==> src/rtl/tournament_bp_update_pkg.sv <==
// tournament_bp_update_pkg: shared record type, table sizes and saturating counter step
package tournament_bp_update_pkg;
  localparam int unsigned ChoicePredictorIndexBits = 10;
  localparam int unsigned GlobalPredictorIndexBits = 10;
  localparam int unsigned LocalPredictorIndexBits = 10;
  localparam int unsigned ChoiceCtrWidth = 2;
  localparam int unsigned GlobalCtrWidth = 2;
  localparam int unsigned LocalCtrWidth = 2;
  localparam int unsigned SatW = 16;
  typedef struct packed {
    logic taken;
    logic gpred;
    logic lpred;
    logic [ChoicePredictorIndexBits-1:0] cidx;
    logic [GlobalPredictorIndexBits-1:0] gidx;
    logic [LocalPredictorIndexBits-1:0] lidx;
  } bp_resolve_t;
  typedef enum logic [1:0] {IDLE, READ, MODIFY, WRITE} bp_upd_state_e;
  function automatic logic [SatW-1:0] sat_step(input logic [SatW-1:0] v, input logic up,
                                                input logic dn, input int unsigned bits);
    logic [SatW-1:0] max;
    max = SatW'((32'd1 << bits) - 32'd1);
    return up ? (v == max ? v : v + SatW'(1)) : dn ? (v == '0 ? v : v - SatW'(1)) : v;
  endfunction
endpackage

==> src/rtl/fifo_v3.sv <==
// fifo_v3: synchronous FIFO with occupancy count and optional fall-through
module fifo_v3 #(
  parameter bit FALL_THROUGH = 1'b0,
  parameter int unsigned DEPTH = 4,
  parameter type dtype = logic,
  localparam int unsigned AddrW = (DEPTH > 1) ? $clog2(DEPTH) : 1
) (
  input  logic         clk_i,
  input  logic         rst_ni,
  output logic         full_o,
  output logic         empty_o,
  output logic [AddrW:0] usage_o,
  input  dtype         data_i,
  input  logic         push_i,
  output dtype         data_o,
  input  logic         pop_i
);
  dtype mem [DEPTH];
  logic [AddrW-1:0] rd_ptr, wr_ptr;
  logic push_ok, pop_ok;
  assign full_o = usage_o == (AddrW+1)'(DEPTH);
  assign empty_o = usage_o == '0 && !(FALL_THROUGH && push_i);
  assign data_o = (FALL_THROUGH && usage_o == '0) ? data_i : mem[rd_ptr];
  assign push_ok = push_i && !full_o;
  assign pop_ok = pop_i && !empty_o;
  always_ff @(posedge clk_i) begin
    if (!rst_ni) begin
      rd_ptr <= '0;
      wr_ptr <= '0;
      usage_o <= '0;
    end else begin
      rd_ptr <= pop_ok ? rd_ptr + AddrW'(1) : rd_ptr;
      wr_ptr <= push_ok ? wr_ptr + AddrW'(1) : wr_ptr;
      usage_o <= usage_o + (AddrW+1)'(push_ok) - (AddrW+1)'(pop_ok);
    end
  end
  always_ff @(posedge clk_i) begin
    if (push_ok) mem[wr_ptr] <= data_i;
  end
endmodule

==> src/rtl/tournament_bp_update.sv <==
// tournament_bp_update: queued read-modify-write of the tournament predictor counter tables
module tournament_bp_update
  import tournament_bp_update_pkg::*;
#(
  parameter int unsigned QueueDepth = 4,
  parameter int unsigned ChoiceIdxBits = ChoicePredictorIndexBits,
  parameter int unsigned GlobalIdxBits = GlobalPredictorIndexBits,
  parameter int unsigned LocalIdxBits = LocalPredictorIndexBits,
  parameter int unsigned ChoiceCtrBits = ChoiceCtrWidth,
  parameter int unsigned GlobalCtrBits = GlobalCtrWidth,
  parameter int unsigned LocalCtrBits = LocalCtrWidth
) (
  input  logic                     clk_i,
  input  logic                     rst_ni,
  input  logic                     resolve_valid_i,
  output logic                     resolve_ready_o,
  input  logic                     resolve_taken_i,
  input  logic                     resolve_gpred_i,
  input  logic                     resolve_lpred_i,
  input  logic [ChoiceIdxBits-1:0] resolve_cidx_i,
  input  logic [GlobalIdxBits-1:0] resolve_gidx_i,
  input  logic [LocalIdxBits-1:0]  resolve_lidx_i,
  output logic                     tbl_rd_req_o,
  input  logic                     tbl_rd_gnt_i,
  output logic [ChoiceIdxBits-1:0] choice_rd_idx_o,
  output logic [GlobalIdxBits-1:0] global_rd_idx_o,
  output logic [LocalIdxBits-1:0]  local_rd_idx_o,
  input  logic [ChoiceCtrBits-1:0] choice_rd_data_i,
  input  logic [GlobalCtrBits-1:0] global_rd_data_i,
  input  logic [LocalCtrBits-1:0]  local_rd_data_i,
  output logic                     choice_we_o,
  output logic                     global_we_o,
  output logic                     local_we_o,
  output logic [ChoiceIdxBits-1:0] choice_wr_idx_o,
  output logic [GlobalIdxBits-1:0] global_wr_idx_o,
  output logic [LocalIdxBits-1:0]  local_wr_idx_o,
  output logic [ChoiceCtrBits-1:0] choice_wr_data_o,
  output logic [GlobalCtrBits-1:0] global_wr_data_o,
  output logic [LocalCtrBits-1:0]  local_wr_data_o,
  output logic                     busy_o
);
  localparam int unsigned UsageW = $clog2(QueueDepth) + 1;
  bp_resolve_t rec_in, head;
  bp_upd_state_e state;
  logic full, empty, push, pop, c_up, c_dn, c_we_q, g_we_q, l_we_q;
  logic [UsageW-1:0] usage;
  logic [ChoiceCtrBits-1:0] c_new;
  logic [GlobalCtrBits-1:0] g_new;
  logic [LocalCtrBits-1:0] l_new;
  assign rec_in = '{taken: resolve_taken_i, gpred: resolve_gpred_i, lpred: resolve_lpred_i,
                    cidx: resolve_cidx_i, gidx: resolve_gidx_i, lidx: resolve_lidx_i};
  fifo_v3 #(
    .FALL_THROUGH(1'b0),
    .DEPTH(QueueDepth),
    .dtype(bp_resolve_t)
  ) i_queue (
    .clk_i(clk_i),
    .rst_ni(rst_ni),
    .full_o(full),
    .empty_o(empty),
    .usage_o(usage),
    .data_i(rec_in),
    .push_i(push),
    .data_o(head),
    .pop_i(pop)
  );
  assign resolve_ready_o = !full;
  assign push = resolve_valid_i && !full;
  assign pop = state == WRITE;
  assign busy_o = !empty || state != IDLE;
  assign tbl_rd_req_o = state == READ;
  assign choice_rd_idx_o = tbl_rd_req_o ? head.cidx : '0;
  assign global_rd_idx_o = tbl_rd_req_o ? head.gidx : '0;
  assign local_rd_idx_o = tbl_rd_req_o ? head.lidx : '0;
  assign c_up = head.gpred == head.taken && head.lpred != head.taken;
  assign c_dn = head.lpred == head.taken && head.gpred != head.taken;
  assign c_new = ChoiceCtrBits'(sat_step(SatW'(choice_rd_data_i), c_up, c_dn, ChoiceCtrBits));
  assign g_new = GlobalCtrBits'(sat_step(SatW'(global_rd_data_i), head.taken, !head.taken, GlobalCtrBits));
  assign l_new = LocalCtrBits'(sat_step(SatW'(local_rd_data_i), head.taken, !head.taken, LocalCtrBits));
  assign choice_we_o = pop && c_we_q;
  assign global_we_o = pop && g_we_q;
  assign local_we_o = pop && l_we_q;
  always_ff @(posedge clk_i) begin
    if (!rst_ni) begin
      state <= IDLE;
      {c_we_q, g_we_q, l_we_q} <= '0;
      choice_wr_idx_o <= '0;
      global_wr_idx_o <= '0;
      local_wr_idx_o <= '0;
      choice_wr_data_o <= '0;
      global_wr_data_o <= '0;
      local_wr_data_o <= '0;
    end else begin
      unique case (state)
        IDLE: state <= empty ? IDLE : READ;
        READ: state <= tbl_rd_gnt_i ? MODIFY : READ;
        MODIFY: begin
          state <= WRITE;
          c_we_q <= c_new != choice_rd_data_i;
          g_we_q <= g_new != global_rd_data_i;
          l_we_q <= l_new != local_rd_data_i;
          choice_wr_idx_o <= head.cidx;
          global_wr_idx_o <= head.gidx;
          local_wr_idx_o <= head.lidx;
          choice_wr_data_o <= c_new;
          global_wr_data_o <= g_new;
          local_wr_data_o <= l_new;
        end
        default: state <= (usage > UsageW'(1) || push) ? READ : IDLE;
      endcase
    end
  end
endmodule
==> config.mk <==
export PLATFORM = sky130hd
export DESIGN_NAME = tournament_bp_update
export DESIGN_NICKNAME = d
export VERILOG_FILES = /design/src/rtl/tournament_bp_update_pkg.sv /design/src/rtl/fifo_v3.sv /design/src/rtl/tournament_bp_update.sv
export SDC_FILE = /design/constraint.sdc
export NUM_CORES = 1
export LEC_CHECK = 0
export CAP_MARGIN = 10
export CELL_PAD_IN_SITES_DETAIL_PLACEMENT = 0
export CELL_PAD_IN_SITES_GLOBAL_PLACEMENT = 1
export CORE_ASPECT_RATIO = 0.5
export CORE_MARGIN = 2
export CORE_UTILIZATION = 44
export DETAILED_ROUTE_END_ITERATION = 12
export PLACE_DENSITY_LB_ADDON = 0.12
export SYNTH_ARGS = -nofsm -noshare
export SYNTH_HDL_FRONTEND = slang
export SYNTH_SLANG_ARGS = --single-unit
==> constraint.sdc <==
create_clock -name clk_i -period 2.55 [get_ports clk_i]
set_clock_uncertainty 0.15 [all_clocks]
set_input_delay 0.6375 -clock clk_i [delete_from_list [all_inputs] [get_ports clk_i]]
set_output_delay 0.6375 -clock clk_i [all_outputs]
set_load 0.01 [all_outputs]
# Yosys cells after proc, flatten, opt, wreduce, memory -nomap -nowiden
# Memories as Yosys holds them, arrays and structs flattened. A register that Yosys moved wholly into a read port is not among the register bits.
# Cells that the tools add are included.
# W data, S select, Z words.
[op_classes]
n_eq_ne = 14
order_cmp = 1
n_reduce_logical = 18
addsub = 10
muxes = 21
[op_table]
columns = ["cell", "count"]
rows = [
  ["$mux W10", 3],
  ["$mux W2", 13],
  ["$add A2 B1 Y2 const B", 5],
  ["$eq A2 B2 Y1 const B", 5],
  ["$logic_and A1 B1 Y1", 8],
  ["$logic_not A2 Y1", 4],
  ["$ne A2 B2 Y1", 3],
  ["$pmux W2 S3", 1],
  ["$sub A2 B1 Y2 const B", 3],
  ["$mux W1", 4],
  ["$add A3 B1 Y3", 1],
  ["$eq A3 B3 Y1 const B", 1],
  ["$gt A3 B1 Y1 const B", 1],
  ["$logic_not A3 Y1", 1],
  ["$sub A3 B1 Y3", 1],
  ["$eq A1 B1 Y1", 2],
  ["$eq A2 B1 Y1 const B", 1],
  ["$logic_not A1 Y1", 2],
  ["$logic_or A1 B1 Y1", 2],
  ["$ne A1 B1 Y1", 2],
  ["$reduce_bool A2 Y1", 1],
]
[word_totals]
n_memories = 1
wordCells = 78
mem_bits_rw = 132
inputBits = 43
output_inout_bits = 72
register_bits = 48
[memory_table]
columns = ["memory", "words", "width", "read_ports", "rd_clocked_by_memory_dff", "write_ports", "line", "rtl"]
rows = [
  ["i_queue.mem", 4, 33, 1, 1, 1, "fifo_v3.sv:18", "dtype mem [DEPTH];"],
]

# Logic depth before layout (Yosys ltp)
# Gate-level depths: netlist of the first run.
[depth]
word_depth = 6
mapped_depth = 9
mapped_depth_nobuf = 8

# Hierarchy
# Synthesis of the first run repeated with hierarchy kept, for this count alone.
[hier_totals]
cells_unflattened = 467
hier_area_um2 = 7224.4
[modules_own_cells]
columns = ["mod", "area_each_um2", "seq_area_each_um2", "cells_per_inst", "n_inst"]
rows = [
  ["fifo_v3", 5293.8, 4144.0, 224, 1],
  ["tournament_bp_update", 1930.6, 820.8, 243, 1],
]

# Worst setup path after synthesis of the first run
# Ideal clock, no wire load.
[synth_timing]
path_kind = "input to register"
start = "in resolve_valid_i"
end = "mem i_queue.mem[2][0] (netlist bit), enable pin"
path_stages = 2
path_buffers = 0
required_ps = 2007
setup_time_ps = 393
path_slack_ps = 112
t_arrival_ps = 1895
path_cell_list = "a21boi_1 > and2_1"
[synth_via]
elab_chain_len = 4
[synth_lines]
columns = ["item", "line", "rtl"]
rows = [
  ["start, declared", "tournament_bp_update.sv:15", "input logic resolve_valid_i,"],
  ["$logic_and A1 B1 Y1", "tournament_bp_update.sv:68", "assign push = resolve_valid_i && !full;"],
  ["$logic_and A1 B1 Y1", "fifo_v3.sv:24", "assign push_ok = push_i && !full_o;"],
  ["$mux W1", "fifo_v3.sv:38", "if (push_ok) mem[wr_ptr] <= data_i;"],
  ["$mux W1 (implied by the code)", "fifo_v3.sv:38", ""],
  ["end, declared", "fifo_v3.sv:18", ""],
]
# No other way between the ends.

==> out/results.tsv, run 1 <==
metric	value	unit
worstSetupPathType	reg2out	
wl_met2	7270	um
ant_nets	0	
drc	0	
endpoint	global_rd_idx_o[1]	
port_buffers	114	
drv_cap	0	
start_util	0.446	
seqPwrFrac	0.445	
end_kind	primary output	
routed_wl	15400	um
worstPathArrival	1.89	ns
grt_usage	0.186	
drtIter0Drc	217	
finalWeightedCongestion	0.720	
cts_tree	yes	
cts_buffers	17	
setup_ws	-0.129	ns
yosysWarnings	0	
highest_layer	met4	
die-area	17600	um2
cts_buffer_depth	2	
cp.required	1.76	ns
worst_pin_slew	0.569	ns
yosysUniqueCellTypes	41	
die_w	186	um
crit_path_start_kind	flop	
r2r_end	c_we_q	
htree_levels	4	
p_sw_frac	0.278	
pre_cts_slack	-0.0441	ns
wl_met3	640	um
grt_start_max_net_pins	26	
synth_xor_area_frac	0.00965	
antenna_found_initial	0	
reg2reg_depth	7	
ys_ff_latch	182	
clkTransAtPathRegs	0.07	ns
worstHoldPathType	reg2reg	
diodes	0	
area_growth	32.8	%
pwr-share-clk	0.312	
power_density	862	nW/um2
synth-edff-count	132	
layout-drive-gt1-share	0.258	
finalNetCount	677	
insertion_delay	0.43	ns
synth.mux.area_fraction	0.109	
met1Wirelength	7340	um
combPwrFrac	0.243	
wire_per_inst	17.8	um
ys.flop_type	edfxtp_1	
grt_remaining_overflow	0	
synth_nets	534	
failed_checks	setup timing	
syn_area	7260	um2
fillers	1302	
core_area	16300	um2
synth_fa_ha_area_frac	0.0148	
ios	115	
reg2reg_slack	0.13	ns
cts-root-buf	clkbuf_16	
synth-seq-area-share	0.684	
final_cell_area	9640	um2
via_per_inst	5.05	
vias	4370	
avgSynthCellArea	15.0	um2
p_int	6000	uW
dp_hpwl	10200	um
final_hold_viol_count	0	
status	finished with violations	
grt_pass1_vias	4244	
post-route-util	0.593	
cts_sinks	182	
place_area	8910	um2
p_sw	2310	uW
synthSimpleGateAreaFrac	0.0960	
synth_compound_area_frac	0.0641	
crit_fanout	6	
synth_cells	483	
fp-row-count	33	
max-vdd-ir-drop	0.536	mV
relSlewSlack	0.621	
async_flop_share	0	
finalCriticalPeriod	2.68	ns
setup_viol	30	
first_pass_iters	4	
synth_top_family_by_area	multiplexers	
fin_crit_sh	1.05	
leakagePower	0.00335	uW
power	8310	uW
slew_viol_final	0	
fmax	0.373	GHz
grt_first_pass_wirelength	23700	um
rsz0062_at_grt	yes	
die_height	94.8	um
==> stage by stage <==
stage	setup TNS (ns)	hold WS, ns	std cells
floorplan	0	0.276	483
global placement	-0.129	0.286	825
detailed placement	-0.235	0.293	825
CTS	-3.52	0.303	866
global route	-3.90	0.317	866
finish	-1.65	0.299	866
==> synthesized netlist by cell type (2+ instances only) <==
| library cell | number | share of area |
|---|---|---|
| a21boi_1 | 33 | 0.034 |
| nand2b_1 | 4 | 0.0034 |
| buf_1 | 3 | 0.0016 |
| nor2_1 | 3 | 0.0016 |
| a21oi_1 | 10 | 0.0069 |
| edfxtp_1 | 132 | 0.55 |
| o211ai_1 | 2 | 0.0021 |
| mux4_2 | 33 | 0.10 |
| xor2_1 | 3 | 0.0036 |
| nand3_1 | 5 | 0.0034 |
| or3_1 | 2 | 0.0017 |
| dfxtp_1 | 50 | 0.14 |
| mux2i_1 | 5 | 0.0069 |
| o21ai_0 | 12 | 0.0083 |
| and2_1 | 41 | 0.035 |
| and3_1 | 3 | 0.0026 |
| nor4_1 | 2 | 0.0017 |
| clkbuf_1 | 19 | 0.0098 |
| xnor2_1 | 5 | 0.0060 |
| nor2b_1 | 5 | 0.0043 |
| nand2_1 | 68 | 0.035 |
| nor3_1 | 2 | 0.0014 |
| buf_6 | 2 | 0.0031 |
| inv_1 | 10 | 0.0052 |
| a211oi_1 | 2 | 0.0021 |
| buf_2 | 4 | 0.0028 |
| a31oi_1 | 3 | 0.0026 |
| ha_1 | 7 | 0.012 |
==> cell usage in the layout, fill, tap and decap left out, drive strengths merged, types with 7 or more instances in the layout <==
cell type / instances
ha: 7
nand2: 68
mux4: 33
clkinv: 7
a21oi: 10
clkbuf: 17
and2: 41
dfxtp: 50
a21boi: 33
clkdlybuf4s50: 81
o21ai: 12
edfxtp: 132
buf: 69
inv: 15
==> power by group through the flow <==
stage	Sequential [uW]	Clock, uW	Combinational, uW
2_1_floorplan	3750	0	928
3_3_place_gp	3750	0	1920
3_5_place_dp	3760	0	1930
4_1_cts	3710	2650	2040
5_1_grt	3740	2770	2220
6_report	3700	2590	2020
==> routing by layer <==
layer	up-vias	track usage
met5	-	0
met4	0	0.0571
met3	11	0.0436
met2	88	0.299
met1	2193	0.254
li1	2078	-
==> worst min path at each step <==
stage                start  endpoint  slack, ns  depth (start not counted)
floorplan           g_we_q    g_we_q       0.28                          2
global placement    g_we_q    g_we_q       0.29                          2
detailed placement  g_we_q    g_we_q       0.29                          2
CTS                 g_we_q    g_we_q       0.30                          2
global route        g_we_q    g_we_q       0.32                          2
finish              g_we_q    g_we_q       0.30                          2
==> kinds of logic (layout without fill, tap and decap cells) <==
family	after synthesis	after routing
buffers and inverters	38	194
DFF	182	182
xor gates and xnor gates	8	8
adders and majority gates	8	8
and+or+nand+nor	140	140
muxes	38	38
AOI/OAI and AO/OA	69	69
==> repair_timing <==
| item | in CTS | in global routing |
|---|---|---|
| endpoints found under the setup margin | 32 | 32 |
| pin swaps | 20 | 0 |
| cloned | 1 | 0 |
| gates resized for setup | 176 | 4 |
| hold endpoints to repair | 0 | 0 |
| hold buffers | 0 | 0 |
| buffers inserted | 8 | 4 |
==> area by class of cell <==
| class | count | area, um2 | area share |
|---|---|---|---|
| multi-input cells | 263 | 2230 | 0.231 |
| inverters | 10 | 37.5 | 0.00389 |
| well taps | 227 | 284 | 0.0295 |
| clock buffers | 17 | 425 | 0.0441 |
| clock inverters | 15 | 169 | 0.0175 |
| flip-flops and latches | 182 | 4970 | 0.516 |
| repair buffers | 152 | 1530 | 0.158 |
==> state kept, by name (all words and copies together), names as in the netlist, named ones only <==
name / flops
i_queue.rd_ptr: 2
i_queue.wr_ptr: 2
local_wr_data_o: 2
c_we_q: 1
g_we_q: 1
global_wr_data_o: 2
i_queue.usage_o: 3
local_wr_idx_o: 10
choice_wr_data_o: 2
i_queue.mem: 132
l_we_q: 1
state: 2
choice_wr_idx_o: 10
global_wr_idx_o: 10
==> critical path: stages, from the launching register on <==
cell and delay (ns):
dfxtp_4 0.40, buf_12 0.12, buf_12 0.12, mux4_2 0.53
and2_4 0.18, buf_6 0.11
Note: power is estimated with default switching activity, not from simulation.
==> run 2, diff against run 1 <==
--- a/config.mk
+++ b/config.mk
@@ -10,7 +10,7 @@
 export CELL_PAD_IN_SITES_GLOBAL_PLACEMENT = 1
 export CORE_ASPECT_RATIO = 0.5
 export CORE_MARGIN = 2
-export CORE_UTILIZATION = 44
+export CORE_UTILIZATION = 23
 export DETAILED_ROUTE_END_ITERATION = 12
 export PLACE_DENSITY_LB_ADDON = 0.12
 export SYNTH_ARGS = -nofsm -noshare
==> out/results.tsv, run 2 (same netlist as run 1, synthesis figures left out) <==
metric	value	unit	change
status	finished with violations		
failed_checks	setup timing		
cts_buffer_depth	2		unchanged
seqPwrFrac	0.430		-0.015
worstPathArrival	1.94	ns	+0.05 ns
final_hold_viol_count	0		unchanged
fin_crit_sh	1.07		+0.0208
fin_setup_tns	-2.87	ns	-1.21 ns
area_growth	39.7	%	
routed_wl	18900	um	+23%
vias	4402		+0.73%
grt_pass1_vias	4615		+8.7%
reg2reg_depth	8		+1
p_sw_frac	0.279		+0.00101
multi_input_area	2230	um2	+0.39%
worstSetupPathType	reg2out		
r2r_end	c_we_q		
setup_viol	30		unchanged
grt_start_max_net_pins	29		+12%
die-area	33100	um2	+88%
core_area	30700	um2	+89%
layout_common_cells	edfxtp_1, clkdlybuf4s50_1, nand2_1, dfxtp_1, buf_6		
clkTransAtPathRegs	0.07	ns	about the same
crit_path_start_kind	flop		
largest-register	i_queue.mem		
setup_ws	-0.182	ns	-0.0531 ns
cp.required	1.76	ns	about the same
ios	115		unchanged
relSlewSlack	0.579		-0.0411
hold_depth	2		unchanged
worstHoldPathType	reg2reg		
max-vdd-ir-drop	0.384	mV	-28%
slew_viol_final	0		unchanged
combPwrFrac	0.279		+0.036
cts-root-buf	clkbuf_16		
final_common_cell	edfxtp_1		
ant_nets	0		unchanged
worst_pin_slew	0.631	ns	+0.0616 ns
first_pass_iters	4		unchanged
leakagePower	0.00351	uW	+4.9%
drtIter0Drc	203		-6.5%
grt_first_pass_wirelength	28500	um	+21%
start_util	0.237		-0.210
die_height	130	um	+37%
fillers	3034		+130%
power_density	845	nW/um2	-2.0%
rsz0062_at_grt	yes		
largest_register_ffs	132		unchanged
pre_cts_slack	-0.0234	ns	+0.0208 ns
drv_cap	0		unchanged
htree_levels	4		unchanged
seq_area	4970	um2	about the same
grtUsageMet3	0.0287		-0.0149
layout-drive-gt1-share	0.283		+0.0247
drc	0		unchanged
pwr-share-clk	0.291		-0.021
global_route.usage.met1	0.157		-0.0969
cts_sinks	182		unchanged
finalNetCount	692		+2.2%
hold_buffers	0		unchanged
end_kind	primary output		
port_buffers	114		unchanged
met2_usage	0.196		-0.103
finalCriticalPeriod	2.73	ns	+0.0531 ns
fp-row-count	45		+36%
grt_remaining_overflow	0		unchanged
crit_fanout	8		+2
finalWeightedCongestion	0.686		-4.7%
diodes	0		unchanged
antenna_found_initial	1		+1
cts_buffers	17		unchanged
dp_hpwl	12500	um	+23%
wire_per_inst	17.5	um	-1.3%
p_sw	2400	uW	+3.5%
fmax	0.366	GHz	-1.9%
via_per_inst	4.09		-19%
grt_usage	0.121		-0.0649
holdCritStartpoint	l_we_q		
p_int	6180	uW	+3.0%
insertion_delay	0.44	ns	about the same
busiest_layer	met2		
die_w	255	um	+37%
cts_tree	yes		
reg2reg_slack	0.13	ns	about the same
hold-path-endpoint	l_we_q		
## run 2: changes by cell type in the layout (fill, tap and decap cells not counted), sizes merged, moves of 2 or more
| cell | previous run | this run |
|---|---|---|
| dlymetal6s2s | 1 | 3 |
| buf | 69 | 83 |
| clkbuf | 17 | 23 |
| clkinvlp | 2 | 0 |
| clkdlybuf4s50 | 81 | 79 |
| clkinv | 7 | 4 |
## run 2: layout make-up
type | instances | area share
Clock buffer | 23 | 0.0471
Clock inverter | 9 | 0.00654
Inverter | 10 | 0.00370
Multi-Input combinational cell | 263 | 0.220
Sequential cell | 182 | 0.490
Tap cell | 423 | 0.0522
Timing Repair Buffer | 167 | 0.180
## run 2: metrics by stage
| step | instances | hold slack, ns | util | area [um2] | power (uW) |
|---|---|---|---|---|---|
| floorplan | 483 | 0.276 | - | 7260 | 4680 |
| finish | 1077 | 0.295 | 0.331 | 10100 | 8570 |
| CTS | 1075 | 0.300 | 0.329 | 10100 | 8680 |
| detailed placement | 1025 | 0.290 | 0.302 | 9260 | 5820 |
| global placement | 1025 | 0.282 | 0.302 | 9260 | 5830 |
| global route | 1077 | 0.325 | 0.331 | 10100 | 9060 |
## run 2: worst max path at each step
stage                         endpoint  slack, ns
global placement    choice_rd_idx_o[6]     -0.007
finish              choice_rd_idx_o[1]      -0.18
floorplan            i_queue.mem[2][0]       0.11
CTS                 choice_rd_idx_o[5]      -0.23
global route        choice_rd_idx_o[1]      -0.25
detailed placement  choice_rd_idx_o[6]      -0.02
## run 2: repair_timing
item | CTS | global route
pin swaps | 30 | 0
gates resized for setup | 177 | 18
setup buffers | 16 | 4
endpoints found under the setup margin | 32 | 36
gates cloned | 2 | 0
## run 2: worst max-delay path: stages, from the launching register on
cell and delay [ns]:
dfxtp_4 0.37, buf_12 0.12, buf_12 0.13, buf_4 0.11, mux4_2 0.51, and2_4 0.16
buf_6 0.11
## run 2: power by group through the flow
stage,clock network (uW),logic [uW],registers (uW)
after detailed placement,0,2070,3750
after floorplan,0,928,3750
after global placement,0,2090,3750
after CTS,2600,2390,3690
after global routing,2730,2610,3720
final,2490,2400,3680
## run 2: layer usage
metal | vias up | part of all wire | routed length [um]
met1 | 2222 | 0.47 | 8880
met5 | - | 0 | 0
li1 | 2112 | - | -
met3 | 17 | 0.028 | 536
met2 | 51 | 0.49 | 9190
met4 | 0 | 0.015 | 277
